===== config.mk =====
export PLATFORM = sky130hd
export DESIGN_NAME = down_counter
export DESIGN_NICKNAME = d
export VERILOG_FILES = /design/src/rtl/down_counter_pkg.sv /design/src/rtl/down_counter_decrementer.sv /design/src/rtl/down_counter.sv
export SDC_FILE = /design/constraint.sdc
export NUM_CORES = 1
export LEC_CHECK = 0
export ABC_CLOCK_PERIOD_IN_PS = 3680
export CORE_MARGIN = 5
export CORE_UTILIZATION = 51
export DETAILED_ROUTE_END_ITERATION = 7
export PLACE_DENSITY = 0.86
export SYNTH_ARGS = -nofsm -noshare
export SYNTH_HDL_FRONTEND = slang
export SYNTH_SLANG_ARGS = --single-unit

===== constraint.sdc =====
create_clock -name clock -period 3.68 [get_ports clock]
set_input_delay 0.736 -clock clock [delete_from_list [all_inputs] [get_ports clock]]
set_output_delay 0.736 -clock clock [all_outputs]
set_load 0.02 [all_outputs]

===== src/rtl/down_counter_pkg.sv =====
//------------------------------------------------------------------------------
// Module   : down_counter_pkg
// Brief    : Shared state encoding for the loadable countdown counter.
// Revision : 1.0
//------------------------------------------------------------------------------
`default_nettype none

package down_counter_pkg;

  localparam int StateWidth = 2;

  localparam logic [StateWidth-1:0] STATE_IDLE = 2'd0;
  localparam logic [StateWidth-1:0] STATE_RUN  = 2'd1;
  localparam logic [StateWidth-1:0] STATE_DONE = 2'd2;

  typedef enum logic [StateWidth-1:0] {
    ST_IDLE = STATE_IDLE,
    ST_RUN  = STATE_RUN,
    ST_DONE = STATE_DONE
  } state_e;

endpackage

`default_nettype wire


===== src/rtl/down_counter_decrementer.sv =====
//------------------------------------------------------------------------------
// Module   : down_counter_decrementer
// Brief    : Combinational Width-bit decrement (adds all-ones, carry dropped).
// Revision : 1.0
//------------------------------------------------------------------------------
`default_nettype none

module down_counter_decrementer #(
  parameter int Width = 32
) (
  input  logic [Width-1:0] in,
  output logic [Width-1:0] out
);

  assign out = in + {Width{1'b1}};

endmodule

`default_nettype wire


===== src/rtl/down_counter.sv =====
//------------------------------------------------------------------------------
// Module   : down_counter
// Brief    : Loadable countdown counter with busy/zero/done status; stops at 0.
//            DOWN_COUNTER_AUTO_RELOAD_EN turns it into a periodic ticker.
// Revision : 1.0
//------------------------------------------------------------------------------
`default_nettype none

module down_counter
  import down_counter_pkg::*;
#(
  parameter int Width = 32
) (
  input  logic             clock,
  input  logic             reset,
  input  logic             load,
  input  logic             go,
  input  logic [Width-1:0] in,
  output logic [Width-1:0] out,
  output logic             busy,
  output logic             zero,
  output logic             done
);

  state_e           state;
  state_e           state_next;
  logic [Width-1:0] count_dec;
  logic [Width-1:0] count_next;
  logic             count_en;
  logic             done_next;

`ifdef DOWN_COUNTER_AUTO_RELOAD_EN
  logic [Width-1:0] reload;

  always_ff @(posedge clock) begin
    if (reset) begin
      reload <= '0;
    end else if (load) begin
      reload <= in;
    end
  end
`endif

  down_counter_decrementer #(
    .Width (Width)
  ) u_dec (
    .in  (out),
    .out (count_dec)
  );

  assign busy     = (state == ST_RUN);
  assign zero     = (out == '0);
  assign count_en = load | (busy & go);

  always_ff @(posedge clock) begin
    if (reset) begin
      out <= '0;
    end else if (count_en) begin
      out <= count_next;
    end
  end

  always_ff @(posedge clock) begin
    if (reset) begin
      state <= ST_IDLE;
      done  <= 1'b0;
    end else begin
      state <= state_next;
      done  <= done_next;
    end
  end

  always_comb begin
    state_next = state;
    count_next = count_dec;
    done_next  = 1'b0;
    if (load) begin
      count_next = in;
      state_next = (in != '0) ? ST_RUN : ST_DONE;
    end else if (busy && go) begin
      if (out == Width'(1)) begin
        done_next = 1'b1;
`ifdef DOWN_COUNTER_AUTO_RELOAD_EN
        count_next = reload;
`else
        count_next = '0;
        state_next = ST_DONE;
`endif
      end else if (out == '0) begin
        // Unreachable from a legal load; park safely instead of wrapping.
        count_next = '0;
        state_next = ST_DONE;
      end
    end
  end

endmodule

`default_nettype wire


==> results of run 1 <==
[layer usage]
| metal | track usage (%) | vias up |
|---|---|---|
| met5 | 0 | - |
| met3 | 6.86 | 21 |
| met4 | 10.5 | 0 |
| li1 | - | 1332 |
| met2 | 44.7 | 187 |
| met1 | 36.8 | 1394 |
[cells in the mapped netlist (3+ instances only)]
| master | n | share of area, % |
|---|---|---|
| a211oi_1 | 3 | 0.95 |
| a21oi_1 | 29 | 6.1 |
| a22o_1 | 3 | 1.1 |
| a22oi_1 | 16 | 5.1 |
| a31oi_1 | 9 | 2.4 |
| buf_1 | 3 | 0.47 |
| buf_2 | 3 | 0.63 |
| clkbuf_1 | 18 | 2.8 |
| dfxtp_1 | 35 | 30 |
| inv_1 | 6 | 0.95 |
| nand2_1 | 17 | 2.7 |
| nand3_1 | 15 | 3.2 |
| nand3b_1 | 3 | 0.95 |
| nand4_1 | 9 | 2.4 |
| nand4b_1 | 3 | 1.1 |
| nor2_1 | 18 | 2.8 |
| nor3_1 | 12 | 2.5 |
| nor4_1 | 20 | 5.3 |
| o211ai_1 | 10 | 3.2 |
| o21ai_0 | 10 | 2.1 |
| o22ai_1 | 4 | 1.1 |
| o311a_1 | 3 | 1.3 |
| o31a_1 | 6 | 2.2 |
| or2_2 | 3 | 0.79 |
| or3_1 | 5 | 1.3 |
| or4_4 | 3 | 1.4 |
| xnor2_1 | 4 | 1.5 |
[kinds of logic after synthesis]
| family | Yosys count | synth area share, % |
|---|---|---|
| muxes | 1 | 0.474 |
| adders and majority gates | 2 | 1.05 |
| xor gates and xnor gates | 6 | 2.21 |
| and+or+nand+nor | 129 | 32.9 |
| AOI/OAI and AO/OA | 102 | 29.0 |
| DFF | 35 | 29.5 |
| buffers and inverters | 30 | 4.90 |
[per-stage QoR]
stage	utilization [%]	hold slack, ns	cells	instance area [sq um]
2_1_floorplan	-	0.507	305	2370
3_3_place_gp	70.7	0.517	415	3140
3_5_place_dp	70.7	0.529	415	3140
4_1_cts	73.1	0.542	423	3250
5_1_grt	73.1	0.584	423	3250
6_report	73.1	0.553	423	3250
[area by class of cell]
type	count	area (sq um)
fillers	384	1200
clock buffers	7	96.3
clock inverters	1	7.51
flip-flops and latches	35	701
inverters	6	22.5
well taps	52	65.1
multi-input cells	240	1560
repair buffers	82	791
[flip-flops by register name, indices dropped and copies added, names as in the netlist]
| signal | cells |
|---|---|
| done | 1 |
| out | 32 |
| state | 2 |
[cell usage in the layout, fill, tap and decap left out, types with 9 or more instances in the layout]
cell type,synthesis,layout
a21oi_1,29,29
a22oi_1,16,16
a31oi_1,9,9
buf_4,0,12
clkdlybuf4s50_1,0,70
dfxtp_1,35,35
nand2_1,17,17
nand3_1,15,15
nand4_1,9,9
nor2_1,18,18
nor3_1,12,12
nor4_1,20,20
o211ai_1,10,10
o21ai_0,10,10
[power groups by stage]
stage	clock network [mW]	registers (mW)	logic, mW
floorplan	0	0.473	0.181
global placement	0	0.451	0.350
detailed placement	0	0.453	0.355
CTS	0.331	0.444	0.359
global route	0.348	0.451	0.389
finish	0.327	0.446	0.365
[worst min-delay path by stage]
| stage | start | endpoint | slack (ns) | cells after the start |
|---|---|---|---|---|
| 2_1_floorplan | state[0]$_SDFFE_PP0P_ | state[0]$_SDFFE_PP0P_ | 0.51 | 2 |
| 6_report | out[30]$_SDFFE_PP0P_ | out[30]$_SDFFE_PP0P_ | 0.55 | 2 |
| 4_1_cts | out[30]$_SDFFE_PP0P_ | out[30]$_SDFFE_PP0P_ | 0.54 | 2 |
| 3_3_place_gp | out[19]$_SDFFE_PP0P_ | out[19]$_SDFFE_PP0P_ | 0.52 | 2 |
| 5_1_grt | out[30]$_SDFFE_PP0P_ | out[30]$_SDFFE_PP0P_ | 0.58 | 2 |
| 3_5_place_dp | out[30]$_SDFFE_PP0P_ | out[30]$_SDFFE_PP0P_ | 0.53 | 2 |
[critical path, delay by kind of cell, from the launching register on]
kind                   cells  cell delay, ns
buffers and inverters      1            0.64
AND/OR/NAND/NOR            4            1.29
flip-flops                 1            0.37
==> impl_metrics.env, run 1 <==
export IMPL_status="finished, final reports clean"
export IMPL_max_slew_margin_pct=54.9
export IMPL_cap_viol_max_count=0
export IMPL_routed_wl_met2_um=3910
export IMPL_hpwl_um=6170
export IMPL_end_kind="output port"
export IMPL_power_leakage_nw=1.08
export IMPL_async_reset_ff_share_pct=0
export IMPL_cpPeakStageDelay_ns=0.64
export IMPL_wl_met1_um=3490
export IMPL_vdd_drop_max_mv=0.255
export IMPL_hold_viol_final=0
export IMPL_yosysWarnings=0
export IMPL_synth_main_ff_cell="dfxtp_1"
export IMPL_grt_pass1_wl_um=14100
export IMPL_cts_buffers=5
export IMPL_slew_viol_final=0
export IMPL_reg2reg_depth=6
export IMPL_gp_congestion=0.916
export IMPL_drtIter0Drc=336
export IMPL_top_layer_used="met4"
export IMPL_r2r_end="out[31]$_SDFFE_PP0P_"
export IMPL_start_kind="flip-flop"
export IMPL_cts_setup_buffers=0
export IMPL_vias=2934
export IMPL_pwr_share_comb_pct=32.1
export IMPL_drt_total_wl_um=8550
export IMPL_wl_per_cell_um=20.2
export IMPL_avgSynthCellArea_sq_um=7.79
export IMPL_p_switching_mw=0.400
export IMPL_die_w_um=78.2
export IMPL_min_period_ns=3.35
export IMPL_r2r_start="out[24]$_SDFFE_PP0P_"
export IMPL_grt_total_usage_pct=28.1
export IMPL_grt_pass1_vias=2774
export IMPL_required_ns=2.94
export IMPL_rrSetupSlack_ns=1.20
export IMPL_ios=71
export IMPL_finalSetupViolCount=0
export IMPL_finClkSkew_ns=0.00681
export IMPL_pwr_share_clk_pct=28.8
export IMPL_grt_overflow_total=0
export IMPL_fin_crit_sh_pct=91.1
export IMPL_synth_seq_cells=35
export IMPL_cp_cell_sequence="or4_4, nor4_1, nand2_1, nor3_1, clkdlybuf4s50_1"
export IMPL_port_buffers=70
export IMPL_p_int_mw=0.738
export IMPL_tritoncts="done"
export IMPL_clk_pin_slew_worst_paths_ns=0.07
export IMPL_cp_max_fo=8
export IMPL_endpoint="zero"
export IMPL_layout_drive_gt1_share_pct=9.16
export IMPL_first_pass_iters=5
export IMPL_p_per_area_nw_per_um2=350
export IMPL_timing_fmax_ghz=0.298
export IMPL_synth_cell_area_sq_um=2370
export IMPL_crit_arrival_ns=2.62
export IMPL_hold_buffers=0
export IMPL_hold_class="reg -> reg"
export IMPL_grt_antenna_before_repair=0
export IMPL_finalSetupTns_ns=0
export IMPL_totalPowerFinal_mw=1.14
export IMPL_clkLatencyLatePin_ns=0.30
export IMPL_cts_buffer_depth=2
export IMPL_n_antenna_cell=0
export IMPL_syn_to_final_growth_pct=36.7
export IMPL_htree_levels=2
export IMPL_ys_seq_area_share_pct=29.5
export IMPL_cts_sinks=35
export IMPL_routed_wl_met3_um=920
export IMPL_cts_resized=0
export IMPL_core_area_sq_um=4440
export IMPL_synth_edf_count=0
export IMPL_row_count=24
export IMPL_drc=0
export IMPL_startpoint="out[24]$_SDFFE_PP0P_"
export IMPL_grt_max_degree=22
export IMPL_worst_pin_slew_ns=0.671
export IMPL_p_sw_share_pct=35.2
export IMPL_viasPerCell=6.94
export IMPL_rsz0062_at_grt="false"
export IMPL_die_h_um=78.2
export IMPL_final_antenna_net_count=0
export IMPL_synth_net_count=343
export IMPL_seq_power_share_pct=39.2
export IMPL_ys_types=53
export IMPL_netlist_instances=305
export IMPL_cts_root_buf="clkbuf_8"
export IMPL_nNetsFinal=408
export IMPL_critPathKind="reg -> out"
export IMPL_pre_cts_ws_ns=0.678
export IMPL_start_util_pct=53.4
export IMPL_worst_path_max_delay_cell="clkdlybuf4s50_1"
export IMPL_die_area_sq_um=6120
export IMPL_layout_setup_ws_ns=0.328
(Power assumes the default switching activity.)
==> inputs of run 2 (changes only) <==
- SLEW_MARGIN: not set -> 10
==> results of run 2 <==
Final layout, timing and power as in run 1 (identical DEF).
